## src/rtl/tdo_shift_scheduler.sv

```systemverilog
// Round-robin scheduler that shares one 32-bit TDO serializer between NUM_REQ data-register sources.
// Optional: define TDO_SHIFT_WATCHDOG_EN to add a 48-cycle SHIFT timeout reported as status 10.
module tdo_shift_scheduler #(
   parameter int NUM_REQ = 2
) (
   input  logic                  clk,
   input  logic                  reset,
   input  logic [NUM_REQ-1:0]    req,
   input  logic [32*NUM_REQ-1:0] req_data,
   input  logic                  abort,
   output logic [NUM_REQ-1:0]    grant,
   output logic                  busy,
   output logic                  complete,
   output logic [1:0]            complete_id,
   output logic [1:0]            complete_status,
   output logic                  tx_enable,
   output logic [31:0]           tx_data,
   input  logic                  tx_done
);

   typedef enum logic [1:0] {
      IDLE  = 2'd0,
      SHIFT = 2'd1,
      GAP   = 2'd2
   } stateT;

   localparam logic [1:0] STATUS_OK      = 2'b00;
   localparam logic [1:0] STATUS_ABORT   = 2'b01;
   localparam logic [1:0] STATUS_TIMEOUT = 2'b10;
   localparam logic [1:0] LAST_INIT      = 2'(NUM_REQ - 1);

   stateT                r_state;
   logic [NUM_REQ-1:0]   r_grant;
   logic                 r_busy;
   logic                 r_complete;
   logic [1:0]           r_completeId;
   logic [1:0]           r_completeStatus;
   logic                 r_txEnable;
   logic [31:0]          r_txData;
   logic [1:0]           r_last;

   stateT                w_stateNext;
   logic [NUM_REQ-1:0]   w_grantNext;
   logic                 w_busyNext;
   logic                 w_completeNext;
   logic [1:0]           w_idNext;
   logic [1:0]           w_statusNext;
   logic                 w_txEnableNext;
   logic [31:0]          w_txDataNext;
   logic [1:0]           w_lastNext;

   logic [2*NUM_REQ-1:0] w_reqRot;
   logic [64*NUM_REQ-1:0] w_dataRot;
   logic                 w_found;
   logic [1:0]           w_pickIdx;
   logic [31:0]          w_pickData;
   int                   w_scanSum;
   logic                 w_timeout;

`ifdef TDO_SHIFT_WATCHDOG_EN
   logic [5:0]           r_wdCount;

   // Counts SHIFT cycles; it sits at 47 during the 48th one, which is when the timeout fires.
   always_ff @(posedge clk) begin
      if (reset) begin
         r_wdCount <= '0;
      end else if (r_state == SHIFT) begin
         r_wdCount <= r_wdCount + 6'd1;
      end else begin
         r_wdCount <= '0;
      end
   end

   assign w_timeout = (r_wdCount == 6'd47);
`else
   assign w_timeout = 1'b0;
`endif

   // Rotate requests and words so that position 0 is requester last+1, then take the first set bit.
   always_comb begin
      w_reqRot   = {req, req} >> (int'(r_last) + 1);
      w_dataRot  = {req_data, req_data} >> (32 * (int'(r_last) + 1));
      w_found    = 1'b0;
      w_pickIdx  = '0;
      w_pickData = '0;
      w_scanSum  = 0;
      for (int i = 0; i < NUM_REQ; i++) begin
         if (!w_found && w_reqRot[0]) begin
            w_found   = 1'b1;
            w_scanSum = int'(r_last) + 1 + i;
            if (w_scanSum >= NUM_REQ) begin
               w_scanSum = w_scanSum - NUM_REQ;
            end
            w_pickIdx  = 2'(w_scanSum);
            w_pickData = w_dataRot[31:0];
         end
         w_reqRot  = w_reqRot >> 1;
         w_dataRot = w_dataRot >> 32;
      end
   end

   always_comb begin
      w_stateNext    = r_state;
      w_grantNext    = '0;
      w_busyNext     = r_busy;
      w_completeNext = 1'b0;
      w_idNext       = r_completeId;
      w_statusNext   = r_completeStatus;
      w_txEnableNext = r_txEnable;
      w_txDataNext   = r_txData;
      w_lastNext     = r_last;
      case (r_state)
         IDLE: begin
            if (!abort && w_found) begin
               w_stateNext    = SHIFT;
               w_grantNext    = NUM_REQ'(1) << w_pickIdx;
               w_busyNext     = 1'b1;
               w_txEnableNext = 1'b1;
               w_txDataNext   = w_pickData;
               w_lastNext     = w_pickIdx;
            end
         end
         SHIFT: begin
            // A finishing serializer outranks abort, which outranks the watchdog.
            if (tx_done || abort || w_timeout) begin
               w_stateNext    = GAP;
               w_busyNext     = 1'b0;
               w_txEnableNext = 1'b0;
               w_completeNext = 1'b1;
               w_idNext       = r_last;
               if (tx_done) begin
                  w_statusNext = STATUS_OK;
               end else if (abort) begin
                  w_statusNext = STATUS_ABORT;
               end else begin
                  w_statusNext = STATUS_TIMEOUT;
               end
            end
         end
         GAP: begin
            w_stateNext = IDLE;
         end
         default: begin
            w_stateNext = IDLE;
         end
      endcase
   end

   always_ff @(posedge clk) begin
      if (reset) begin
         r_state          <= IDLE;
         r_grant          <= '0;
         r_busy           <= 1'b0;
         r_complete       <= 1'b0;
         r_completeId     <= '0;
         r_completeStatus <= '0;
         r_txEnable       <= 1'b0;
         r_txData         <= '0;
         r_last           <= LAST_INIT;
      end else begin
         r_state          <= w_stateNext;
         r_grant          <= w_grantNext;
         r_busy           <= w_busyNext;
         r_complete       <= w_completeNext;
         r_completeId     <= w_idNext;
         r_completeStatus <= w_statusNext;
         r_txEnable       <= w_txEnableNext;
         r_txData         <= w_txDataNext;
         r_last           <= w_lastNext;
      end
   end

   assign grant           = r_grant;
   assign busy            = r_busy;
   assign complete        = r_complete;
   assign complete_id     = r_completeId;
   assign complete_status = r_completeStatus;
   assign tx_enable       = r_txEnable;
   assign tx_data         = r_txData;

endmodule

```

## config.mk

```make
export PLATFORM = sky130hd
export DESIGN_NAME = tdo_shift_scheduler
export DESIGN_NICKNAME = d
export VERILOG_FILES = /design/src/rtl/tdo_shift_scheduler.sv
export SDC_FILE = /design/constraint.sdc
export NUM_CORES = 1
export LEC_CHECK = 0
export ABC_AREA = 1
export CORE_MARGIN = 4
export CORE_UTILIZATION = 38
export DETAILED_ROUTE_END_ITERATION = 16
export GPL_TIMING_DRIVEN = 0
export PLACE_DENSITY = 0.71
export SYNTH_ARGS = -nofsm -noshare
export SYNTH_HDL_FRONTEND = slang
export SYNTH_SLANG_ARGS = --single-unit
export TNS_END_PERCENT = 1
```

## constraint.sdc

```tcl
create_clock -name clk -period 2.5 [get_ports clk]
set_clock_uncertainty 0.1 [all_clocks]
set_input_delay 0.5 -clock clk [delete_from_list [all_inputs] [get_ports clk]]
set_output_delay 0.5 -clock clk [all_outputs]
set_load 0.05 [all_outputs]
```

Word level (Yosys, flattened, before mapping)
Index checks and enable logic that the tools add are counted.
{ "classes": {"add_sub_neg": 4, "order_cmp": 2, "n_eq_ne": 3, "shift": 3, "muxes": 17, "bitwise_logic": 3, "reduce_logical": 13} }
{ "ops": {"columns": ["op", "count"], "rows": [
  ["right shift 128 x 8 -> 64 bit", 1],
  ["2-to-1 mux 32 bit", 2],
  ["2-to-1 mux 2 bit", 8],
  ["AND reduction 2 bit", 3],
  ["2-to-1 mux 1 bit", 5],
  ["adder 3 x 1 -> 4 bit (second input constant)", 1],
  ["greater-or-equal comparator 4 x 2 -> 1 bit (second input constant)", 1],
  ["inequality test 2 bit (second input constant)", 2],
  ["case mux 2 bit (2 select lines)", 1],
  ["right shift 4 x 3 -> 2 bit", 1],
  ["subtractor 2 bit (second input constant)", 2],
  ["adder 2 x 1 -> 3 bit (second input constant)", 1],
  ["greater-or-equal comparator 3 x 2 -> 1 bit (second input constant)", 1],
  ["NOT 1 bit", 3],
  ["AND reduction 3 bit", 1],
  ["OR reduction 3 bit", 1],
  ["equality test 2 x 1 -> 1 bit (second input constant)", 1],
  ["logical AND 1 bit", 2],
  ["logical NOT 1 bit", 2],
  ["logical NOT 2 bit", 1],
  ["case mux 1 bit (2 select lines)", 1],
  ["nonzero test 2 bit", 1],
  ["OR reduction 2 bit", 1],
  ["<< shifter 1 x 2 -> 2 bit (first input constant)", 1],
  ["logical OR 1 bit", 1]
]} }
{ "word_totals": {"ff_bits": 44, "input_bits": 70} }

Depth between registers and ports, before layout
Gate-level depths: netlist of the first run.
{ "depth": {"word_depth": 9, "ltp_mapped": 11, "mapped_depth_nobuf": 9} }

Worst setup path after synthesis of the first run
Ideal clock, no wire load.
{ "synth_path": {"path_type": "register to register", "startpoint": "register r_last[0]", "endpoint": "register r_grant[0] (netlist: grant[0])", "setup_ps": 116, "arrival_ps": 1437, "required_time_ps": 2284, "slack_ps": 846, "stages_incl_launch_ff": 9, "n_path_buf": 2, "path_cell_list": "dfxtp_1 > buf_6 > inv_4 > clkbuf_1 > ha_1 > xnor2_1 > nand3b_1 > nand2_1 > nor3_1"} }
{ "synth_via": {"elab_chain_len": 9, "elab_cells_between_ends": 19} }
{ "synth_rtl": {"columns": ["item", "line", "rtl"], "rows": [
  ["start, declared", "40", "logic [1:0] r_last;"],
  ["start signal, assigned", "169", "r_last <= w_lastNext;"],
  ["adder 2 x 1 -> 3 bit (*)", "81, 90", null],
  ["branches (longest 8 deep; another with adder 3 x 1 -> 4 bit)", null, null],
  ["end signal, assigned", "162", "r_grant <= w_grantNext;"],
  ["end, declared", "33", "logic [NUM_REQ-1:0] r_grant;"]
]} }
Mark *: on every way between the ends.
A chain may end at the register's enable or synchronous reset.

Final worst setup path of the first run
{ "layout_path": {"startpoint": "register r_txEnable (netlist: tx_enable)", "endpoint": "output port tx_enable"} }
{ "layout_lines": {"columns": ["item", "line", "rtl"], "rows": [
  ["start, declared", "38", "logic r_txEnable;"],
  ["start signal, assigned", "167", "r_txEnable <= w_txEnableNext;"],
  ["end, declared", "16", "output logic tx_enable,"]
]} }
No word-level cell between the ends.

==> flow_summary_export.csv, run 1 <==
group,metric,value,unit
timing,worst_slew_pin_slew,0.560,ns
timing,rsz0062_at_grt,"false",
global_routing,grt_overflow_total,0,
run,drv_cap,0,
critical_path,critical-path-top-delay-family,"buffers and inverters",
critical_path,cp_max_fo,3,
floorplanning,die_y,98.6,microns
clock_network,cts_sinks,44,
global_routing,grt_pass1_wl,15700,microns
yosys,yosys-top-cells-count,"174 x nand2_1, 106 x nor2_1, 69 x nand3_1, 44 x dfxtp_1, 40 x inv_1",
clock_network,cts_buffer_depth,2,
routing,via_count,3617,
place,dp_cells,735,
global_routing,gr-usage-met2,31.8,%
floorplanning,die_w,98.6,microns
place,port_buffers,110,
clock_network,ctsHoldBuffers,0,
timing,setup_viol,0,
floorplanning,num_rows,32,
place,place_hpwl,7060,microns
yosys,synth.cell_area,3120,sq um
global_routing,grt_util_met1,23.9,%
critical_path,cp.required,1.90,ns
yosys,synth_top_cell_by_area,"dfxtp_1",
clock_network,cts_setup_buffers,0,
timing,fmax,0.460,GHz
yosys,ys_warn_count,0,
run_status,run_status,"complete, no violations",
critical_path,cp_cell_sequence,"buf_4 -> clkdlybuf4s50_1",
global_routing,grt_pass1_vias,3537,
power_and_ir_drop,leakage,2.26,nW
layout,areaGrowthSynthToFinish,43.2,%
timing,fin_crit_sh,87.0,%
min_path,hold_path.class,"reg2reg",
layout,fin_cells,743,
clock_network,ctsResizeCount,0,
routing,drtAntennaViolNets,0,
timing,maxSlewHeadroom,62.3,%
critical_path,cp_data_arrival_time,1.58,ns
power_and_ir_drop,intPower,1.73,mW
floorplanning,start_util,39.7,%
routing,routed_wl,9560,microns
yosys,ys_top_cells_by_area,"dfxtp_1 28%, nand2_1 21%, nor2_1 13%",
global_routing,grt_max_degree,16,
global_routing,busiest_layer,"met2",
place,gp_congestion,0.832,
routing,drt-pass1-iter-count,5,
floorplanning,num_io_pins,111,
yosys,synth-edff-count,0,
power_and_ir_drop,switchingPower,1.38,mW
clock_network,cts_buffers,5,
power_and_ir_drop,power.density,697,nW/um^2
layout,layout.nets,712,
critical_path,path_class,"reg2out",
global_routing,antenna_found_initial,0,
global_routing,grt_usage,19.0,%
yosys,syn_avg_cell_area,5.96,sq um
critical_path,worst_path_largest_cell_delay,0.79,ns
critical_path,worst-path-buf-inv,2,
layout,layout-drive-gt1-share,6.08,%
yosys,synthesis.nets,595,
routing,post-route-drc-count,0,
timing,slew_violations,0,
routing,routed_via_density,4.87,
clock_network,clock_latency,0.30,ns
global_routing,use_met3,4.67,%
timing,finalHoldViolCount,0,
clock_network,cts_tree,"yes",
place,pre_cts_slack,0.148,ns
timing,fin_crit,2.18,ns
yosys,synthMostInstantiatedCell,"nand2_1",
yosys,synthArstFlopShare,0,%
yosys,synthCells,523,
clock_network,clk_pin_slew,0.10,ns
critical_path,crit_slowest_cell,"clkdlybuf4s50_1",
clock_network,root_buffer,"clkbuf_8",
power_and_ir_drop,pwr-share-comb,54.2,%
floorplanning,core,7850,sq um
yosys,netlist.area_leader.share,28.3,%
critical_path,start_kind,"register",
power_and_ir_drop,switching_share,44.3,%
routing,drt_iter0_markers,143,
yosys,synth-seq-cells,44,
power_and_ir_drop,seqPwrFrac,27.7,%
layout,antenna_cells,0,
routing,wire_per_inst,12.9,microns
critical_path,worstSetupEndpointType,"output port",
yosys,ys_types,22,
yosys,ys.flop_type,"dfxtp_1",
power_and_ir_drop,power_frac_clock,18.1,%
yosys,ys_seq_area_share,28.3,%
clock_network,htree_levels,2,
power_and_ir_drop,ir_drop,0.000339,V
timing,setup_slack,0.325,ns
timing,setup_tns,0,ns
floorplanning,dieArea,9720,sq um
## layout by cell type (no fill, tap or decap)
cell type and instances:
xnor2_1 1, nor3_1 3, buf_6 5, buf_2 17, nand4_1 1, nor2_1 106
buf_4 2, ha_1 2, mux2i_1 32, dfxtp_1 44, nor3_4 1, o21ai_0 2
a21oi_1 5, inv_2 1, nand2_1 174, nand2_2 1, clkdlybuf4s50_1 110, nand3_1 69
inv_4 1, nand3b_1 2, clkbuf_1 11, bufinv_16 1, nand2_4 3, clkinv_4 2
clkbuf_8 5, inv_1 40
## per-stage QoR
stage / utilization [%] / hold WS (ns) / cell area [sq um] / power [mW]
2_1_floorplan: - / 0.464 / 3120 / 2.04
3_3_place_gp: 55.4 / 0.336 / 4350 / 2.53
3_5_place_dp: 55.4 / 0.337 / 4350 / 2.56
4_1_cts: 56.9 / 0.352 / 4460 / 3.13
5_1_grt: 56.9 / 0.390 / 4460 / 3.33
6_report: 56.9 / 0.350 / 4460 / 3.11
## per-layer routing
| metal | vias to the layer above | part of all wire (%) |
|---|---|---|
| li1 | 1858 | - |
| met2 | 137 | 47 |
| met5 | - | 0 |
| met1 | 1605 | 45 |
| met3 | 17 | 6.6 |
| met4 | 0 | 1.6 |
## worst paths after layout
kind | start | endpoint | slack (ns) | cells past startpoint
max | tx_enable$_SDFFE_PP0P_ | tx_enable | 0.32 | 2
min | complete_status[1]$_SDFFE_PP0P_ | complete_status[1]$_SDFFE_PP0P_ | 0.35 | 2
max reg2reg | r_last[0]$_SDFFE_PP1P_ | grant[0]$_SDFF_PP0_ | 0.54 | 8
min reg2reg | complete_status[1]$_SDFFE_PP0P_ | complete_status[1]$_SDFFE_PP0P_ | 0.35 | 2
## sequential cells by signal (all words and copies together), names as in the netlist
| name | flops |
|---|---|
| complete_status | 2 |
| grant | 2 |
| complete | 1 |
| r_last | 2 |
| r_state | 2 |
| tx_data | 32 |
| tx_enable | 1 |
| complete_id | 2 |
## worst min-delay path, stage by stage (launching register included)
cell and delay [ns]:
dfxtp_1 0.32, nand2_1 0.06, nor2_1 0.04
## kinds of logic (layout without fill, tap and decap cells)
kind of cell / count (synthesis) / in the layout / synth area share (%)
flip-flops: 44 / 44 / 28.3
multiplexers: 32 / 32 / 10.3
adder cells (fa/ha/maj): 2 / 2 / 0.803
AND/OR/NAND/NOR: 360 / 360 / 47.8
AO/OA/AOI/OAI: 7 / 7 / 1.12
buffers and inverters: 77 / 195 / 11.5
XOR/XNOR: 1 / 1 / 0.281
## area by class of cell
type	instances	area, sq um
inverters	42	160
repair buffers	110	1100
flip-flops and latches	44	881
multi-input cells	402	1880
well taps	102	128
plain buffers	35	198
fillers	780	3390
clock buffers	5	68.8
clock inverters	3	47.5
## power groups by stage
| stage | registers, mW | clock network [mW] | logic, mW |
|---|---|---|---|
| after floorplan | 1.21 | 0 | 0.832 |
| after global placement | 0.877 | 0 | 1.65 |
| after detailed placement | 0.878 | 0 | 1.68 |
| after CTS | 0.863 | 0.578 | 1.69 |
| after global routing | 0.876 | 0.603 | 1.85 |
| final | 0.862 | 0.562 | 1.69 |
No activity file was read; power rests on OpenSTA's default activity.
==> inputs of run 2 (changes only) <==
- CORE_UTILIZATION: 38 -> 45
- PLACE_DENSITY: 0.71 -> 0.81
==> run 2 against run 1 <==
Die area down 14%. Non-clock buffer count stayed put. Sequential share of layout area is 0.066 points lower. Wire length shrank 1.3%. Worst hold slack improved by 0.0071 ns. Final cell count shrank 3.0%. Via count decreased by 0.47%. Largest cell class unchanged. Highest routed layer unchanged.
==> flow_summary_export.csv, run 2 (synthesized netlist as in run 1, its figures left out) <==
group,metric,value,unit
critical_path,r2r_cells,8,
place,gp_congestion,0.861,
min_path,min_from,"complete_status[1]$_SDFFE_PP0P_",
place,port_buffers,110,
layout,areaGrowthSynthToFinish,43.6,%
floorplanning,num_io_pins,111,
floorplanning,num_rows,30,
layout,fin_cells,721,
floorplanning,dieArea,8320,sq um
routing,drt_iter0_markers,192,
timing,maxSlewHeadroom,62.9,%
critical_path,path_class,"reg2out",
timing,setup_tns,0,ns
timing,setup_viol,0,
critical_path,start_kind,"register",
layout,layout_common_cells,"174 x nand2_1, 110 x clkdlybuf4s50_1, 106 x nor2_1",
power_and_ir_drop,power,3.31,mW
routing,via_count,3600,
global_routing,grt_usage,22.5,%
power_and_ir_drop,leakage,2.28,nW
global_routing,grt_overflow_total,0,
clock_network,cts_tree,"yes",
floorplanning,die_w,91.2,microns
critical_path,cp.required,1.90,ns
min_path,holdPathStages,2,
routing,post-route-drc-count,0,
floorplanning,die_y,91.2,microns
clock_network,cts_sinks,44,
clock_network,cts_buffers,5,
layout,layout_commonest_cell,"nand2_1",
global_routing,grt_max_degree,15,
critical_path,crit_start,"tx_enable$_SDFFE_PP0P_",
clock_network,ctsHoldBuffers,0,
global_routing,grt_pass1_wl,15600,microns
clock_network,cts_buffer_depth,2,
layout,layout-drive-gt1-share,6.08,%
layout,antenna_cells,0,
run,drv_cap,0,
routing,routed_via_density,4.99,
place,place_hpwl,6960,microns
clock_network,root_buffer,"clkbuf_8",
layout,layout.nets,712,
routing,drtAntennaViolNets,0,
floorplanning,start_util,46.1,%
min_path,hold_path.class,"reg2reg",
clock_network,ctsResizeCount,0,
run_status,run_status,"complete, no violations",
timing,rsz0062_at_grt,"false",
routing,wire_per_inst,13.1,microns
critical_path,rr_startpoint,"r_last[0]$_SDFFE_PP1P_",
timing,slew_violations,0,
critical_path,cp_data_arrival_time,1.55,ns
global_routing,antenna_found_initial,0,
routing,drt-pass1-iter-count,4,
timing,fin_crit_sh,86.1,%
critical_path,worstSetupEndpointType,"output port",
clock_network,htree_levels,2,
power_and_ir_drop,ir_drop,0.000401,V
global_routing,grt_pass1_vias,3358,
floorplanning,core,6760,sq um
power_and_ir_drop,power.density,739,nW/um^2
timing,fin_crit,2.15,ns
clock_network,clock_latency,0.30,ns
layout,fin_area,4480,sq um
timing,fmax,0.465,GHz
timing,finalHoldViolCount,0,
place,post_dp_cell_area,4320,sq um
critical_path,cp_max_fo,3,
place,dp_cells,713,
clock_network,cts_setup_buffers,0,
timing,worst_slew_pin_slew,0.552,ns
layout,largest_reg_flops,32,
timing,holdWs,0.357,ns
clock_network,clk_pin_slew,0.09,ns
routing,routed_wl,9440,microns
run 2: cell types whose count changed in the layout (fill, tap and decap cells not counted):
cell / before / now
bufinv_16: 1 / 3
clkinv_4: 2 / 0
run 2: per-layer routing:
metal  global-route usage, %  vias up  share of wire (%)
met2                    39.9      133                 51
met5                       0        -                  0
met1                    28.2     1602                 42
met4                    5.40        0               0.76
met3                    3.98       11                6.2
li1                        -     1854                  -
run 2: report_power, final:
group / total, mW / internal (mW) / switching (mW)
sequential: 0.864 / 0.806 / 0.0577
clock: 0.762 / 0.500 / 0.262
combinational: 1.68 / 0.625 / 1.06
run 2: area by class of cell:
type                            instances  area, sq um
Buffer                                 35          198
Fill cell                             638         2280
Timing Repair Buffer                  110         1100
Tap cell                               80          100
Inverter                               42          160
Sequential cell                        44          881
Multi-Input combinational cell        402         1880
Clock inverter                          3         90.1
Clock buffer                            5         68.8
run 2: critical path, cell delays in order (launching register included):
cell and delay, ns:
dfxtp_1 0.36, buf_4 0.11, clkdlybuf4s50_1 0.78
run 2: final timing paths:
path                                     endpoint  slack, ns
setup / recovery                        tx_enable       0.35
hold / removal    complete_status[1]$_SDFFE_PP0P_       0.36
setup reg to reg              grant[0]$_SDFF_PP0_       0.57
hold reg to reg   complete_status[1]$_SDFFE_PP0P_       0.36
run 2: metrics by stage:
stage	util, %	setup slack (ns)
CTS	66.3	0.328
global placement	63.9	0.196
detailed placement	63.9	0.184
floorplan	-	0.846
global route	66.3	0.273
finish	66.3	0.348
